<file path="config.mk">
export PLATFORM = sky130hd
export DESIGN_NAME = mdu_divider_seq
export DESIGN_NICKNAME = d
export VERILOG_FILES = /design/src/rtl/mdu_divider_seq.sv
export SDC_FILE = /design/constraint.sdc
export NUM_CORES = 1
export LEC_CHECK = 0
export ABC_AREA = 0
export CAP_MARGIN = 20
export CORE_ASPECT_RATIO = 0.75
export CORE_MARGIN = 10
export CORE_UTILIZATION = 50
export CTS_CLUSTER_SIZE = 12
export DETAILED_ROUTE_END_ITERATION = 10
export GPL_ROUTABILITY_DRIVEN = 0
export PLACE_DENSITY = 0.72
export SKIP_LAST_GASP = 1
export SYNTH_ARGS = -nofsm -noshare
export SYNTH_HDL_FRONTEND = slang
export SYNTH_SLANG_ARGS = --single-unit
</file>
<file path="constraint.sdc">
create_clock -name clk -period 7.3 [get_ports clk]
set_clock_uncertainty 0.05 [all_clocks]
set_input_delay 1.46 -clock clk [delete_from_list [all_inputs] [get_ports clk]]
set_output_delay 1.46 -clock clk [all_outputs]
set_load 0.05 [all_outputs]
</file>
<file path="src/rtl/mdu_divider_seq.sv">
// Iterative radix-2 restoring divider for the execute-stage MDU.
// Produces {remainder, quotient} after WIDTH+2 edges; done is high whenever idle.
module mdu_divider_seq #(
  parameter int WIDTH = 32
) (
  input  logic                 clk,
  input  logic                 rst,
  input  logic [1:0]           div_op,
  input  logic [WIDTH-1:0]     dividend,
  input  logic [WIDTH-1:0]     divisor,
  output logic [2*WIDTH-1:0]   result,
  output logic                 done
);

  localparam int CW = (WIDTH > 1) ? $clog2(WIDTH) : 1;
  localparam logic [CW-1:0] CNT_LAST = CW'(WIDTH - 1);
  localparam logic [CW-1:0] CNT_ONE  = CW'(1);

  typedef enum logic [1:0] {
    IDLE = 2'd0,
    BUSY = 2'd1,
    FIX  = 2'd2
  } state_t;

  state_t             state_q;
  logic               signedMode_q;
  logic               dividendNeg_q;
  logic               signDiff_q;
  logic [WIDTH-1:0]   rem_q;
  logic [WIDTH-1:0]   quot_q;
  logic [WIDTH-1:0]   divisorMag_q;
  logic [CW-1:0]      count_q;
  logic [2*WIDTH-1:0] result_q;
  logic               done_q;

  logic               accept;
  logic               isSigned;
  logic [WIDTH-1:0]   dividendMag_d;
  logic [WIDTH-1:0]   divisorMag_d;
  logic [WIDTH:0]     shifted;
  logic [WIDTH:0]     trial;
  logic [WIDTH-1:0]   rem_d;
  logic [WIDTH-1:0]   quot_d;
  logic [WIDTH-1:0]   quotFix_d;
  logic [WIDTH-1:0]   remFix_d;

  // The trial difference is WIDTH+1 bits wide so that its top bit is a true sign,
  // even for the 2^(WIDTH-1) magnitude and for full-range unsigned divisors.
  always_comb begin
    accept        = 1'b0;
    isSigned      = 1'b0;
    dividendMag_d = dividend;
    divisorMag_d  = divisor;
    shifted       = {rem_q, quot_q[WIDTH-1]};
    trial         = shifted - {1'b0, divisorMag_q};
    rem_d         = shifted[WIDTH-1:0];
    quot_d        = {quot_q[WIDTH-2:0], 1'b0};
    quotFix_d     = quot_q;
    remFix_d      = rem_q;

    accept   = (state_q == IDLE) && ((div_op == 2'b10) || (div_op == 2'b01));
    isSigned = (div_op == 2'b10);
    if (isSigned && dividend[WIDTH-1]) dividendMag_d = -dividend;
    if (isSigned && divisor[WIDTH-1])  divisorMag_d  = -divisor;

    if (!trial[WIDTH]) begin
      rem_d  = trial[WIDTH-1:0];
      quot_d = {quot_q[WIDTH-2:0], 1'b1};
    end

    if (signedMode_q && signDiff_q)    quotFix_d = -quot_q;
    if (signedMode_q && dividendNeg_q) remFix_d  = -rem_q;
  end

  always_ff @(posedge clk or posedge rst) begin
    if (rst) begin
      state_q       <= IDLE;
      signedMode_q  <= 1'b0;
      dividendNeg_q <= 1'b0;
      signDiff_q    <= 1'b0;
      rem_q         <= '0;
      quot_q        <= '0;
      divisorMag_q  <= '0;
      count_q       <= '0;
      result_q      <= '0;
      done_q        <= 1'b1;
    end else begin
      case (state_q)
        IDLE: begin
          if (accept) begin
            signedMode_q  <= isSigned;
            dividendNeg_q <= isSigned & dividend[WIDTH-1];
            signDiff_q    <= isSigned & (dividend[WIDTH-1] ^ divisor[WIDTH-1]);
            quot_q        <= dividendMag_d;
            divisorMag_q  <= divisorMag_d;
            rem_q         <= '0;
            count_q       <= '0;
            done_q        <= 1'b0;
            state_q       <= BUSY;
          end
        end
        BUSY: begin
          rem_q   <= rem_d;
          quot_q  <= quot_d;
          count_q <= count_q + CNT_ONE;
          if (count_q == CNT_LAST) state_q <= FIX;
        end
        FIX: begin
          result_q <= {remFix_d, quotFix_d};
          done_q   <= 1'b1;
          state_q  <= IDLE;
        end
        default: begin
          state_q <= IDLE;
          done_q  <= 1'b1;
        end
      endcase
    end
  end

  assign result = result_q;
  assign done   = done_q;

endmodule
</file>
==> summary.md <==
| Metric | Value |
|---|---|
| Top cells by area, synth | dfrtp_1 38%, o21ai_0 8.0%, nand2_1 6.8%, xnor2_1 6.0%, xor2_1 5.4% |
| Die footprint | 28600 um2 |
| Synth Instances | 1324 |
| Asr flop ratio synth | 100% |
| Worst vdd ir | 416 uV |
| Number of global-route vias before repair | 9043 |
| Initial antenna violation count | 0 |
| Inst Count DP | 1692 |
| Reg2reg setup slack | 3.15 ns |
| Seq/Total Area, Yosys | 38.6% |
| Post-CTS sizing | 0 |
| Post-synth EDFFs | 0 |
| Die Ht | 149 um |
| CTS tree | done |
| Routed Antenna Nets | 0 |
| Max-Cap Viols | 0 |
| Share of the synthesized area in the top cell type | 38.4% |
| Max stage delay on crit path | 0.54 ns |
| Setup violations, final | 0 |
| Critical path buffers and inverters | 1 |
| CTS buffer count | 17 |
| Yosys warnings | 0 |
| Number of hold buffers added after CTS | 0 |
| Worst-path clk slew | 0.07 ns |
| Critical Path, Cell by Cell | ha_1 -> a21oi_1 -> o21ai_0 -> or4_1 -> nor3_2 -> nor2_1 -> o311ai_4 -> buf_4 -> nand2_1 -> o221ai_1 |
| Syn Area/Cell | 8.37 um2 |
| Setup TNS | 0 ns |
| Clk sinks | 171 |
| Outcome | finished clean |
| Gr ovfl total | 0 |
| Setup bufs post-CTS | 0 |
| HPWL after DPL | 23100 um |
| Synthesized flop and latch total | 171 |
| Cell Count, Final, Fillers Out | 1726 |
| RSZ-0062 raised after global routing | no |
| Slowest-stage cell, CP | o311ai_4 |
| Final Hold Fails | 0 |
| H-tree depth | 4 |
| Syn_nets | 1432 |
| Via count | 9793 |
| Final period utilization | 56.8% |
| Worst Hold Class | flop to flop |
| Skew-Pair Late Insertion Delay | 0.44 ns |
| I/O pin cnt | 133 |
| Nets | 1527 |
| Drt via density | 5.67 |
| CTS Buffer Depth | 2 |
| Crit-path leading delay family | compound AO/OA/AOI/OAI gates |
| Largest net degree at the start of global routing | 129 |
| Yosys cell types | 64 |
| Min cycle time layout | 4.15 ns |
| Kind of critical path | flop to flop |
| Core ar. | 21900 um2 |
| Pwr dens | 546 nW/um2 |
| Startpoint Class | flop |
| Final Slew Violations | 0 |
| Port buffer count | 132 |
| Leakage Power | 0.00563 uW |
| Main synth FF type | dfrtp_1 |
| FP Rows | 47 |
| First DRT Iteration DRCs | 960 |
| Largest area contributor in the netlist | dfrtp_1 |
| Worst Path Arrival | 4.44 ns |
| Measured slew at the worst slew-check pin | 1.06 ns |
| Share of layout cells above drive strength 1 | 3.77% |
| Max transition margin | 29.1% |
| Required @ worst endpoint | 7.59 ns |
| Die Wd | 192 um |
| Crit path capture type | flop |
| Worst-path fanout max | 32 |
| GR Util All Layers | 21.3% |
| Root buf cell | clkbuf_16 |
| DR WL/cell | 17.7 um |
| Number of diodes | 0 |
| Post-Syn Area | 11100 um2 |
| Max frequency | 241 MHz |
| DRC | 0 |
| Total routed wirelength | 30500 um |
| 1st-pass router iterations | 5 |
| Initial Utilization | 50.5% |
| Global-route wire length before repair | 49300 um |
| Area Growth Syn to Fin | 19.0% |
==> per-stage QoR <==
stage          util, %  instance area, um2  hold WS [ns]  worst slack [ns]  power (uW)
3_3_place_gp      57.3               12600         0.411              2.96        6130
5_1_grt           60.1               13200         0.452              2.85        7770
2_1_floorplan        -               11100         0.399              1.16        5070
6_report          60.1               13200         0.429              3.15        7200
3_5_place_dp      57.3               12600         0.420              2.86        6230
4_1_cts           59.9               13100         0.434              3.23        7130
==> cell families after synthesis <==
kind of cell,after synthesis,synth area share (%)
flops,171,38.6
simple gates,412,16.7
fa+ha+maj,40,4.59
compound gates,407,22.1
xor+xnor,144,11.4
buf+inv,126,4.46
mux,24,2.17
==> power by group <==
part | total (uW) | leakage, uW | switching (uW) | internal [uW]
logic | 4330 | 0.00327 | 2590 | 1740
registers | 1970 | 0.00207 | 555 | 1420
clock network | 896 | 0.000284 | 426 | 470
==> routing by layer <==
metal | routed length (um) | up-vias | share of wire, % | global-route usage, %
met3 | 3010 | 24 | 9.9 | 4.91
met1 | 15600 | 4547 | 51 | 34.4
met2 | 11500 | 354 | 38 | 27.4
met4 | 333 | 0 | 1.1 | 4.33
li1 | - | 4868 | - | -
met5 | 0 | - | 0 | 0
==> cells in the mapped netlist, types with 20 or more instances <==
| cell type | count |
|---|---|
| a21oi_1 | 73 |
| a22oi_1 | 25 |
| clkbuf_1 | 56 |
| dfrtp_1 | 170 |
| ha_1 | 39 |
| inv_1 | 62 |
| mux2i_1 | 24 |
| nand2_1 | 201 |
| nand3_1 | 21 |
| nor2_1 | 79 |
| nor3_1 | 30 |
| o21ai_0 | 176 |
| o21ai_1 | 20 |
| o31ai_1 | 22 |
| xnor2_1 | 76 |
| xor2_1 | 68 |
==> cells in the final DEF (no fill, tap or decap), types with 6 or more instances in the layout <==
| master | count |
|---|---|
| inv_1 | 61 |
| dfrtp_1 | 170 |
| o31ai_1 | 22 |
| or4_1 | 7 |
| ha_1 | 39 |
| nor3_1 | 30 |
| nor4_1 | 10 |
| or3_1 | 8 |
| and3_1 | 8 |
| o21ai_0 | 176 |
| clkdlybuf4s50_1 | 132 |
| xnor2_1 | 76 |
| mux2i_1 | 24 |
| a21oi_1 | 73 |
| o21ai_1 | 20 |
| o211ai_1 | 10 |
| o41ai_1 | 11 |
| a31oi_1 | 9 |
| buf_4 | 6 |
| inv_6 | 8 |
| a21o_1 | 15 |
| nand4_1 | 7 |
| nor2_1 | 78 |
| nand3_1 | 21 |
| nand2_1 | 200 |
| clkbuf_16 | 17 |
| nand2b_1 | 16 |
| a22oi_1 | 25 |
| xor2_1 | 68 |
==> sequential cells by signal, summed over array words and instances, names as in the netlist <==
signal         flops
state_q            2
quot_q            32
dividendNeg_q      1
count_q            5
signDiff_q         1
result            64
rem_q             32
done               1
signedMode_q       1
divisorMag_q      32
==> worst paths after layout <==
kind	from	end	cells after the start
min in group asynchronous	rst	count_q[3]	2
worst min register to register	result[53]	result[53]	2
worst max register to register	rem_q[18]	rem_q[31]	10
max in group asynchronous	rst	result[56]	3
worst min-delay path	result[53]	result[53]	2
worst max-delay path	rem_q[18]	rem_q[31]	10
==> layout make-up <==
cell class | instances | area [um2]
clock buffers | 19 | 453
fillers | 1952 | 8760
inverters | 62 | 238
repair buffers | 140 | 1400
multi-input cells | 1027 | 6310
clock inverters | 13 | 126
well taps | 294 | 368
flip-flops and latches | 171 | 4280
==> worst reg2reg max path: cells and delay by family (launching register included) <==
| family | cells | cell delay (ns) |
|---|---|---|
| AOI/OAI and AO/OA | 4 | 1.42 |
| and+or+nand+nor | 4 | 1.11 |
| adders and majority gates | 1 | 0.47 |
| DFF | 1 | 0.50 |
| buffers and inverters | 1 | 0.51 |
Power figures use the tool's default switching activity.
